**src/rtl/em_pickup_sequencer.sv**
```systemverilog
`default_nettype none
// ============================================================================
// Module   : em_pickup_sequencer
// Purpose  : Electromagnet pick-up / carry / release sequencer with pull-in
//            retries, PWM hold, lost-block detection and optional demag pulse
//            (build macro EM_DEMAG_EN enables the reverse demagnetising pulse).
// Revision : 1.0 - initial release
// ============================================================================
module em_pickup_sequencer #(
    parameter logic [31:0] PICKUP_MASK = 32'h00C0_0C00,
    parameter logic [31:0] DROP_MASK   = 32'hFF3F_F3FF,
    parameter int          PULLIN_CYC  = 50000,
    parameter int          HOLD_DUTY   = 10,
    parameter int          LOSS_CYC    = 25000,
    parameter int          DEMAG_CYC   = 5000,
    parameter int          RETRY_MAX   = 2
) (
    input  logic       clk,
    input  logic       rst,
    input  logic [4:0] node,
    input  logic       pickup_req,
    input  logic       drop_req,
    input  logic       block_det,
    input  logic       fault_clr,
    output logic       o1,
    output logic       o2,
    output logic       holding,
    output logic       busy,
    output logic       done,
    output logic       fault
);

    localparam logic [2:0] S_IDLE    = 3'd0;
    localparam logic [2:0] S_PULLIN  = 3'd1;
    localparam logic [2:0] S_GAP     = 3'd2;
    localparam logic [2:0] S_HOLD    = 3'd3;
    localparam logic [2:0] S_RELEASE = 3'd4;
    localparam logic [2:0] S_FAULT   = 3'd5;
`ifdef EM_DEMAG_EN
    localparam logic [2:0] S_DEMAG   = 3'd6;
`endif

    localparam logic [15:0] c_PULLIN_LAST = 16'(PULLIN_CYC - 1);
    localparam logic [15:0] c_LOSS_LAST   = 16'(LOSS_CYC - 1);
    localparam logic [15:0] c_DEMAG_LAST  = 16'(DEMAG_CYC - 1);
    localparam logic [4:0]  c_HOLD_DUTY   = 5'(HOLD_DUTY);
    localparam logic [1:0]  c_RETRY_LAST  = 2'(RETRY_MAX - 1);

    logic [2:0]  r_state, w_state_nxt;
    logic [15:0] r_cnt, w_cnt_nxt, w_cnt_end;
    logic [3:0]  r_pwm, w_pwm_nxt;
    logic [1:0]  r_retry, w_retry_nxt;
    logic        w_cnt_at_end, w_pick_ok, w_drop_ok, w_done_nxt, w_o1_nxt;
    logic        r_o1, r_holding, r_busy, r_done, r_fault;

    assign w_pick_ok    = pickup_req && PICKUP_MASK[node];
    assign w_drop_ok    = drop_req && DROP_MASK[node];
    assign w_cnt_at_end = (r_cnt == w_cnt_end);

    // One shared counter: pull-in timer, loss run length, or demag timer.
    always_comb begin
        case (r_state)
            S_HOLD:   w_cnt_end = c_LOSS_LAST;
            S_PULLIN: w_cnt_end = c_PULLIN_LAST;
            default:  w_cnt_end = c_DEMAG_LAST;
        endcase
    end

    always_comb begin
        w_state_nxt = r_state;
        w_cnt_nxt   = r_cnt + 16'd1;
        w_pwm_nxt   = r_pwm + 4'd1;
        w_retry_nxt = r_retry;
        w_done_nxt  = 1'b0;
        case (r_state)
            S_IDLE: begin
                if (w_pick_ok) begin
                    w_state_nxt = S_PULLIN;
                    w_retry_nxt = 2'd0;
                end
            end
            S_PULLIN: begin
                if (w_cnt_at_end) begin
                    if (block_det) begin
                        w_state_nxt = S_HOLD;
                    end else if (r_retry < c_RETRY_LAST) begin
                        w_state_nxt = S_GAP;
                        w_retry_nxt = r_retry + 2'd1;
                    end else begin
                        w_state_nxt = S_FAULT;
                    end
                end
            end
            S_GAP: w_state_nxt = S_PULLIN;
            S_HOLD: begin
                if (w_drop_ok) begin
                    w_state_nxt = S_RELEASE;
                end else if (!block_det) begin
                    if (w_cnt_at_end) begin
                        w_state_nxt = S_FAULT;
                    end
                end else begin
                    w_cnt_nxt = 16'd0;
                end
            end
`ifdef EM_DEMAG_EN
            S_RELEASE: w_state_nxt = S_DEMAG;
            S_DEMAG: begin
                if (w_cnt_at_end) begin
                    w_state_nxt = S_IDLE;
                    w_done_nxt  = 1'b1;
                end
            end
`else
            S_RELEASE: begin
                w_state_nxt = S_IDLE;
                w_done_nxt  = 1'b1;
            end
`endif
            S_FAULT: begin
                if (fault_clr) begin
                    w_state_nxt = S_IDLE;
                end
            end
            default: w_state_nxt = S_IDLE;
        endcase
        if (w_state_nxt != r_state) begin
            w_cnt_nxt = 16'd0;
            w_pwm_nxt = 4'd0;
        end
    end

    // Outputs are registered from the next state so they change on the edge
    // that makes the decision.
    assign w_o1_nxt = (w_state_nxt == S_PULLIN) ||
                      ((w_state_nxt == S_HOLD) && ({1'b0, w_pwm_nxt} < c_HOLD_DUTY));

    always_ff @(posedge clk or posedge rst) begin
        if (rst) begin
            r_state   <= S_IDLE;
            r_cnt     <= 16'd0;
            r_pwm     <= 4'd0;
            r_retry   <= 2'd0;
            r_o1      <= 1'b0;
            r_holding <= 1'b0;
            r_busy    <= 1'b0;
            r_done    <= 1'b0;
            r_fault   <= 1'b0;
        end else begin
            r_state   <= w_state_nxt;
            r_cnt     <= w_cnt_nxt;
            r_pwm     <= w_pwm_nxt;
            r_retry   <= w_retry_nxt;
            r_o1      <= w_o1_nxt;
            r_holding <= (w_state_nxt == S_HOLD);
            r_busy    <= (w_state_nxt != S_IDLE);
            r_done    <= w_done_nxt;
            r_fault   <= (w_state_nxt == S_FAULT);
        end
    end

`ifdef EM_DEMAG_EN
    logic r_o2;
    always_ff @(posedge clk or posedge rst) begin
        if (rst) begin
            r_o2 <= 1'b0;
        end else begin
            r_o2 <= (w_state_nxt == S_DEMAG);
        end
    end
    assign o2 = r_o2;
`else
    assign o2 = 1'b0;
`endif

    assign o1      = r_o1;
    assign holding = r_holding;
    assign busy    = r_busy;
    assign done    = r_done;
    assign fault   = r_fault;

endmodule
`default_nettype wire

```
**config.mk**
```make
export PLATFORM = sky130hd
export DESIGN_NAME = em_pickup_sequencer
export DESIGN_NICKNAME = d
export VERILOG_FILES = /design/src/rtl/em_pickup_sequencer.sv
export SDC_FILE = /design/constraint.sdc
export NUM_CORES = 1
export LEC_CHECK = 0
export BUFFER_PORTS_ARGS = -buffer_cell sky130_fd_sc_hd__buf_4
export CAP_MARGIN = 40
export CELL_PAD_IN_SITES_DETAIL_PLACEMENT = 2
export CELL_PAD_IN_SITES_GLOBAL_PLACEMENT = 2
export CORE_AREA = 10 10 81 83
export DETAILED_ROUTE_END_ITERATION = 8
export DIE_AREA = 0 0 91 93
export HOLD_SLACK_MARGIN = 0.06
export PLACE_DENSITY_LB_ADDON = 0.15
export SYNTH_ARGS = -nofsm -noshare
export SYNTH_HDL_FRONTEND = slang
export SYNTH_SLANG_ARGS = --single-unit
export TNS_END_PERCENT = 20
```
**constraint.sdc**
```tcl
create_clock -name clk -period 2.95 [get_ports clk]
set_input_delay 0.295 -clock clk [delete_from_list [all_inputs] [get_ports clk]]
set_output_delay 0.295 -clock clk [all_outputs]
set_load 0.02 [all_outputs]
```
==> results of run 1 <==
[stage by stage]
stage          hold slack (ps)  setup WS [ps]
2_1_floorplan              386            508
3_3_place_gp               406            329
3_5_place_dp               418            265
4_1_cts                    102            259
5_1_grt                    126            117
6_report                  80.9            281
[metal layers]
metal	vias to the layer above	routed length (um)	track usage
li1	718	-	-
met1	742	2040	0.139
met2	11	2760	0.239
met3	10	90	0.0280
met4	0	86	0.0496
met5	-	0	0
[where the power goes]
part           switching [mW]  internal [mW]  total, mW
Clock                   0.164          0.270      0.434
Combinational           0.151          0.145      0.295
Sequential              0.105          0.488      0.593
Total                   0.420          0.902       1.32
[sequential cells by signal (all words and copies together) (netlist names), 2 cells and up]
signal	flops
r_cnt	16
r_retry	2
r_pwm	4
r_state	3
[cell type report]
class                   instances  area [um^2]  area share
clock buffers                   6         82.6      0.0398
clock inverters                 1         30.0      0.0145
inverters                       5         18.8     0.00904
multi-input cells             145          945       0.455
flip-flops and latches         30          751       0.361
well taps                      70         87.6      0.0422
repair buffers                 20          163      0.0783
[synthesized netlist by cell type (all sizes together) (2+ instances only)]
| library cell | number |
|---|---|
| a2111o | 2 |
| a2111oi | 3 |
| a21oi | 5 |
| a221oi | 2 |
| a22o | 2 |
| a31oi | 2 |
| and2 | 2 |
| and3 | 5 |
| and4 | 3 |
| buf | 6 |
| clkbuf | 5 |
| dfrtp | 30 |
| ha | 3 |
| inv | 5 |
| nand2 | 22 |
| nand2b | 2 |
| nand3 | 9 |
| nor2 | 11 |
| nor2b | 4 |
| nor3 | 17 |
| nor3b | 3 |
| nor4b | 3 |
| o2111ai | 2 |
| o21ai | 10 |
| xnor2 | 11 |
| xor2 | 5 |
[cell families after synthesis]
family / share of synthesized area
AND/OR/NAND/NOR: 0.276
AO/OA/AOI/OAI: 0.146
flip-flops: 0.421
XOR/XNOR: 0.0785
buffers and inverters: 0.0498
adder cells (fa/ha/maj): 0.0210
other: 0.00210
multiplexers: 0.00631
[critical path, cell delays in order, from the launching register on]
cell and delay (ps):
dfrtp_1 390, nand3b_4 180, or4b_4 530, a2111o_1 500, a2111o_1 440, a31oi_4 220
buf_12 180, a2111oi_0 80
[placed cells by master, fill, tap and decap left out, drive strengths merged, types with 2 or more instances in the layout]
master   netlist  routed
dfrtp         30      30
nand2         22      22
buf            6      20
nor3          17      17
nor2          11      11
xnor2         11      11
o21ai         10      10
nand3          9       9
clkbuf         5       6
inv            5       5
a21oi          5       5
xor2           5       5
and3           5       5
nor2b          4       4
nor4b          3       3
nor3b          3       3
and4           3       3
a2111oi        3       3
ha             3       3
o2111ai        2       2
nand2b         2       2
a221oi         2       2
a2111o         2       2
and2           2       2
a22o           2       2
a31oi          2       2
[how the worst max path moves through the flow]
stage                           end  cells after the start        from
after detailed placement  r_cnt[12]                      8     node[2]
after floorplan           r_cnt[12]                      8  r_state[0]
final                     r_cnt[12]                      7  r_state[2]
after CTS                 r_cnt[12]                      7  r_state[2]
after global routing      r_cnt[12]                      8    r_cnt[0]
after global placement    r_cnt[12]                      7  r_state[2]
==> flow_metrics.py, run 1 <==
metrics = {
    "status": {
        "run_status": "finished, final reports clean",
    },
    "drt": {
        "ant_nets": 0,
        "avgRoutedWirePerCell_um": 18.0,
        "vias_per_cell": 5.35,
        "drt_iter0_drc": 46,
        "firstDrtPassIters": 4,
        "wirelength_um": 4980,
        "drc_errors": 0,
        "vias": 1481,
    },
    "setup_path": {
        "cp-start-kind": "flip-flop",
        "worstReg2RegEnd": "r_cnt[12]",
        "rr_worst_depth": 7,
        "crit_fanout": 20,
        "worstSetupPathType": "reg -> reg",
        "r2r_slack_ps": 280,
        "end_kind": "flip-flop",
        "r2r_start": "r_state[2]",
        "worstPathArrival_ps": 2810,
        "required_ps": 3090,
    },
    "synthesis": {
        "ys_ff_latch": 30,
        "syn-cell-area_um2": 1780,
        "synthCells": 191,
        "synth_top_area_frac": 0.421,
        "syn_area_per_cell_um2": 9.34,
        "synth_cell_types": 46,
        "ys_seq_area_frac": 0.421,
        "yosysWarnings": 0,
        "synthArstFlopShare": 1.00,
        "synth_flop_cell": "dfrtp_1",
        "yosysTopAreaCell": "dfrtp_1",
        "synth-edff-count": 0,
        "syn_nets": 205,
        "synthTopCellsByArea": "dfrtp_1, xnor2_1, nor3_1",
    },
    "cts": {
        "clock_path_buffers": 2,
        "postCtsSetupRepairBufs": 0,
        "cts_buffers": 5,
        "root_buffer": "clkbuf_8",
        "clock_latency_ps": 290,
        "clock_sinks": 30,
        "htree_levels": 2,
        "cts_resized": 0,
        "clk_pin_slew_ps": 70,
        "tritoncts": "done",
        "postCtsHoldBufs": 0,
    },
    "final_layout": {
        "diodes": 0,
        "drive_above_1_share": 0.150,
        "fillCellCount": 577,
        "stdcell_count": 277,
        "area_growth_pct": 16.4,
        "final_nets": 221,
        "postLayoutCoreUtil": 0.415,
        "postLayoutCellArea_um2": 2080,
    },
    "timing": {
        "finalHoldViolations": 0,
        "fmax_mhz": 375,
        "report.final.slew_viol_count": 0,
        "finalSetupViolations": 0,
        "fin_tns_setup_ps": 0,
        "finalCritPeriodShare": 0.905,
        "period_needed_ps": 2670,
        "worst_pin_slew_ps": 651,
        "slew-limit-headroom": 0.560,
        "rsz0062_at_grt": "no",
        "finClkSkew_ps": 8.18,
    },
    "worst_hold_path": {
        "min_path_type": "in -> async",
    },
    "placement": {
        "gp_routability_congestion": 0.813,
        "dp_hpwl_um": 3610,
        "placed_cells": 270,
        "placed_area_um2": 1960,
        "port_buffers": 14,
    },
    "power": {
        "finalPower_mw": 1.32,
        "power.density_nw_per_um2": 637,
        "vdd_drop_max_mv": 0.335,
        "leakage_nw": 0.890,
    },
    "grt": {
        "grt_max_degree": 31,
        "grt_pass1_wl_um": 8880,
        "grt_overflow": 0,
        "antenna_found_initial": 0,
        "grt_pass1_vias": 1727,
        "track_usage": 0.128,
    },
    "floorplanning": {
        "die_h_um": 93,
        "die_w_um": 91,
        "start_util": 0.356,
        "ios": 17,
        "coreArea_um2": 5010,
        "die_area_um2": 8460,
        "rows": 26,
    },
    "run": {
        "max-cap-violations": 0,
    },
}
No activity file was read; power rests on OpenSTA's default activity.
==> run 2: changes to the inputs <==
- clock period: 2.95 -> 2.5 ns (I/O delays scaled with it)
==> flow_metrics.py, run 2 (synthesis gave the netlist of run 1 again) <==
metrics = {
    "final_layout": {
        "largest_reg_flops": 16,
        "drive_above_1_share": 0.273,
        "final_common_cell": "buf_4",
        "area_growth_pct": 31.7,
        "multi_input_area_um2": 996,
        "fillCellCount": 548,
        "postLayoutCoreUtil": 0.469,
        "layout_common_cells": "buf_4, dfrtp_1, nand2_1",
        "postLayoutCellArea_um2": 2350,
        "top_register": "r_cnt",
        "diodes": 0,
        "stdcell_count": 301,
        "top_regs": "r_cnt (16), r_pwm (4), r_state (3)",
        "final_nets": 245,
        "seq_area_um2": 751,
    },
    "timing": {
        "period_needed_ps": 2500,
        "report.final.slew_viol_count": 0,
        "finClkSkew_ps": 8.24,
        "finalCritPeriodShare": 0.998,
        "fin_tns_setup_ps": 0,
        "finalSetupViolations": 0,
        "fmax_mhz": 401,
        "fin_ws_ps": 4.67,
        "finalHoldViolations": 0,
        "rsz0062_at_grt": "yes",
    },
    "drt": {
        "vias": 1654,
        "ant_nets": 0,
        "drt_iter0_drc": 49,
        "wirelength_um": 6060,
        "drc_errors": 0,
        "firstDrtPassIters": 4,
        "vias_per_cell": 5.50,
        "avgRoutedWirePerCell_um": 20.1,
    },
    "setup_path": {
        "cp-start-kind": "flip-flop",
        "crit_path_frequent_cell": "a2111o_1",
        "worstReg2RegEnd": "r_cnt[5]",
        "worst-path-buf-inv": 2,
        "cp-startpoint": "r_state[2]",
        "cpPeakStageDelay_ps": 500,
        "crit_fanout": 9,
        "end_kind": "flip-flop",
        "r2r_slack_ps": 5,
        "rr_worst_depth": 8,
        "crit_family": "compound AO/OA/AOI/OAI gates",
        "crit_chain": "nand3b_4 > or4b_4 > a2111o_1 > a2111o_1 > a31oi_4 > buf_6 > buf_12 > nor3_1",
        "r2r_start": "r_state[2]",
        "required_ps": 2670,
        "crit_end": "r_cnt[5]",
        "worst_path_max_delay_cell": "or4b_4",
        "worstPathArrival_ps": 2670,
        "worstSetupPathType": "reg -> reg",
        "cp.depth": 8,
    },
    "power": {
        "combPwrFrac": 0.269,
        "seqPwrFrac": 0.422,
        "leakage_nw": 1.02,
        "power_frac_clock": 0.310,
        "power.density_nw_per_um2": 700,
        "p_switching_mw": 0.534,
        "swShare": 0.324,
        "vdd_drop_max_mv": 0.442,
        "p_int_mw": 1.11,
    },
    "placement": {
        "gp_routability_congestion": 0.837,
        "dp_hpwl_um": 4250,
        "placed_area_um2": 2080,
        "placed_cells": 286,
        "port_buffers": 14,
        "dp_slack_ps": -153,
    },
    "grt": {
        "grt_max_degree": 21,
        "grt_pass1_wl_um": 10000,
        "grt_overflow": 0,
        "antenna_found_initial": 0,
        "grt_pass1_vias": 1857,
        "track_usage": 0.148,
    },
    "status": {
        "run_status": "finished, final reports clean",
    },
    "cts": {
        "tritoncts": "done",
        "clk_pin_slew_ps": 70,
        "clock_latency_ps": 290,
        "clock_sinks": 30,
        "root_buffer": "clkbuf_8",
        "cts_buffers": 5,
        "clock_path_buffers": 2,
        "htree_levels": 2,
    },
    "worst_hold_path": {
        "min_path_type": "in -> reg",
        "hp-start": "block_det",
    },
    "floorplanning": {
        "die_area_um2": 8460,
        "start_util": 0.356,
        "die_h_um": 93,
        "ios": 17,
        "rows": 26,
        "die_w_um": 91,
        "coreArea_um2": 5010,
    },
    "run": {
        "max-cap-violations": 0,
    },
}
-- run 2: power groups by stage --
stage	clock, mW	sequential (mW)	combinational, mW
after floorplan	0	0.665	0.276
after global placement	0	0.676	0.379
after detailed placement	0	0.695	0.422
after CTS	0.528	0.690	0.431
after global routing	0.545	0.712	0.501
final	0.510	0.694	0.443
-- run 2: worst register-to-register path, delay by kind of cell (launching register included) --
kind,cells,cell delay [ps]
flops,1,390
simple gates,3,730
buf+inv,2,270
compound gates,3,1000
-- run 2: through the flow --
stage / total power, mW / hold slack [ps]
after floorplan: 0.941 / 341
after global placement: 1.06 / 278
after detailed placement: 1.12 / 288
after CTS: 1.65 / 288
after global routing: 1.76 / 287
final: 1.65 / 276
-- run 2: metal layers --
metal	global-route usage	vias up	share of wire
li1	-	768	-
met2	0.282	20	0.57
met4	0.0470	0	0.018
met3	0.0296	9	0.021
met5	0	-	0
met1	0.159	857	0.39
-- run 2: worst min path at each step --
| stage | endpoint | depth (start not counted) |
|---|---|---|
| finish | r_cnt[15] | 2 |
| global route | r_cnt[15] | 2 |
| CTS | r_cnt[12] | 2 |
| detailed placement | done | 2 |
| global placement | done | 2 |
| floorplan | busy | 1 |
-- run 2: layout make-up --
class / instances / share of cell area
clock buffer: 6 / 0.0351
sequential: 30 / 0.319
tap: 70 / 0.0373
timing repair buffer: 44 / 0.163
clock inverter: 1 / 0.0128
inverter: 5 / 0.00799
multi-input combinational: 145 / 0.424
-- run 2: repair_timing --
| action | 4_1_cts | 5_1_grt |
|---|---|---|
| gates cloned | 2 | 0 |
| pin swaps | 6 | 1 |
| setup buffers | 5 | 0 |
| hold buffers | 1 | 0 |
| endpoints found under the hold margin | 10 | 0 |
| endpoints found under the setup margin | 21 | 23 |
| resized for setup | 15 | 5 |
==> run 3: changes to the inputs <==
- CELL_PAD_IN_SITES_DETAIL_PLACEMENT: 2 -> 1
- CELL_PAD_IN_SITES_GLOBAL_PLACEMENT: 2 -> 1
- CORE_AREA: 10 10 81 83 -> 10 10 77 79
- DIE_AREA: 0 0 91 93 -> 0 0 87 89
- clock period: 2.5 -> 2.41 ns (I/O delays scaled with it)
==> flow_metrics.py, run 3 (synthesis gave the netlist of run 1 again) <==
metrics = {
    "cts": {
        "clock_latency_ps": 280,
        "cts_buffers": 5,
        "htree_levels": 2,
        "clk_pin_slew_ps": 70,
        "root_buffer": "clkbuf_8",
        "clock_path_buffers": 2,
        "clock_sinks": 30,
        "tritoncts": "done",
    },
    "power": {
        "p_int_mw": 1.04,
        "swShare": 0.330,
        "seqPwrFrac": 0.453,
        "combPwrFrac": 0.272,
        "vdd_drop_max_mv": 0.432,
        "finalPower_mw": 1.56,
        "power_frac_clock": 0.275,
        "power.density_nw_per_um2": 661,
        "p_switching_mw": 0.514,
        "leakage_nw": 1.05,
    },
    "floorplanning": {
        "die_area_um2": 7740,
        "rows": 25,
        "die_h_um": 89,
        "coreArea_um2": 4540,
        "start_util": 0.393,
        "die_w_um": 87,
        "ios": 17,
    },
    "timing": {
        "finalSetupViolations": 21,
        "hold_slack_ps": 245,
        "finClkSkew_ps": 3.66,
        "fmax_mhz": 401,
        "finalCritPeriodShare": 1.03,
        "finalHoldViolations": 0,
        "period_needed_ps": 2490,
        "report.final.slew_viol_count": 0,
        "rsz0062_at_grt": "yes",
        "fin_ws_ps": -83.8,
    },
    "setup_path": {
        "cp-start-kind": "flip-flop",
        "worst-path-buf-inv": 2,
        "crit_path_frequent_cell": "a2111o_1",
        "worstPathArrival_ps": 2660,
        "crit_family": "compound AO/OA/AOI/OAI gates",
        "worst_path_max_delay_cell": "or4b_4",
        "worstReg2RegEnd": "r_cnt[14]",
        "crit_fanout": 5,
        "crit_chain": "nand3b_4 > or4b_4 > a2111o_1 > a2111o_1 > a31oi_4 > buf_12 > clkbuf_16 > nor4b_1",
        "r2r_slack_ps": -80,
        "rr_worst_depth": 8,
        "r2r_start": "r_state[2]",
        "required_ps": 2580,
        "end_kind": "flip-flop",
        "cpPeakStageDelay_ps": 500,
        "worstSetupPathType": "reg -> reg",
    },
    "worst_hold_path": {
        "min_path_type": "in -> reg",
        "min_to": "r_cnt[15]",
        "holdPathStages": 2,
        "hp-start": "block_det",
    },
    "status": {
        "violations": "negative setup slack",
        "run_status": "complete, but fails checks",
    },
    "drt": {
        "vias_per_cell": 5.51,
        "drt_iter0_drc": 41,
        "wirelength_um": 5100,
        "ant_nets": 0,
        "vias": 1592,
        "drc_errors": 0,
        "avgRoutedWirePerCell_um": 17.6,
        "firstDrtPassIters": 4,
    },
    "final_layout": {
        "diodes": 0,
        "layout_common_cells": "buf_4, dfrtp_1, nand2_1",
        "final_common_cell": "buf_4",
        "top_register": "r_cnt",
        "final_nets": 248,
        "largest_reg_flops": 16,
        "area_growth_pct": 32.0,
        "top_regs": "r_cnt (16), r_pwm (4), r_state (3)",
        "drive_above_1_share": 0.285,
    },
    "run": {
        "max-cap-violations": 0,
    },
    "grt": {
        "grt_max_degree": 31,
        "grt_pass1_wl_um": 7900,
        "antenna_found_initial": 0,
        "grt_overflow": 0,
        "grt_pass1_vias": 1649,
        "track_usage": 0.133,
    },
    "placement": {
        "dp_hpwl_um": 3530,
        "gp_routability_congestion": 0.852,
        "port_buffers": 14,
        "dp_slack_ps": -147,
    },
}
## run 3: cell count changes in the layout (fill, tap and decap cells not counted), sizes merged
cell,delta
clkinvlp,+1
buf,+1
clkbuf,+2
bufinv,-1
clkinv,+1
## run 3: layout make-up
| type | instances | area (um^2) |
|---|---|---|
| Clock buffer | 6 | 82.6 |
| Multi-Input combinational cell | 145 | 992 |
| Timing Repair Buffer | 47 | 430 |
| Fill cell | 523 | 2180 |
| Sequential cell | 30 | 751 |
| Clock inverter | 2 | 12.5 |
| Tap cell | 54 | 67.6 |
| Inverter | 5 | 18.8 |
## run 3: per-stage QoR
stage	instance area, um^2	utilization	TNS [ps]	std cells
after floorplan	1790	-	-42.7	191
after CTS	2220	0.490	-1440	283
after global routing	2350	0.519	-2650	289
after global placement	2090	0.460	-1010	273
final	2350	0.519	-1090	289
after detailed placement	2090	0.460	-2270	273
## run 3: what timing repair did
item | 4_1_cts | 5_1_grt
setup buffers | 1 | 1
endpoints found under the hold margin | 30 | 0
gates resized for setup | 7 | 13
endpoints found under the setup margin | 21 | 24
gates cloned | 0 | 5
hold buffers | 1 | 0
pin swaps | 3 | 3
## run 3: worst register-to-register path: stages, from the launching register on
cell       delay [ps]
dfrtp_1           390
nand3b_4          170
or4b_4            500
a2111o_1          410
a2111o_1          360
a31oi_4           200
buf_12            150
clkbuf_16         140
nor4b_1            60
## run 3: power by group through the flow
| stage | Sequential, mW | Combinational (mW) | Clock, mW |
|---|---|---|---|
| floorplan | 0.690 | 0.287 | 0 |
| global placement | 0.703 | 0.387 | 0 |
| detailed placement | 0.714 | 0.419 | 0 |
| CTS | 0.704 | 0.424 | 0.445 |
| global route | 0.724 | 0.484 | 0.466 |
| finish | 0.706 | 0.424 | 0.428 |
## run 3: worst max-delay path by stage
stage / from / end / slack, ps / cells after the start
after CTS: r_state[2] / r_cnt[15] / -90 / 7
final: r_state[2] / r_cnt[14] / -80 / 8
after floorplan: r_state[0] / r_cnt[12] / -10 / 8
after global routing: r_state[2] / r_cnt[10] / -140 / 8
after detailed placement: r_state[2] / r_cnt[9] / -150 / 7
after global placement: r_state[2] / r_cnt[15] / -60 / 8
## run 3: per-layer routing
layer / global-route usage / routed length, um / part of all wire
met4: 0.0560 / 89 / 0.017
met2: 0.249 / 2850 / 0.56
met5: 0 / 0 / 0
met3: 0.0419 / 136 / 0.027
met1: 0.132 / 2020 / 0.40
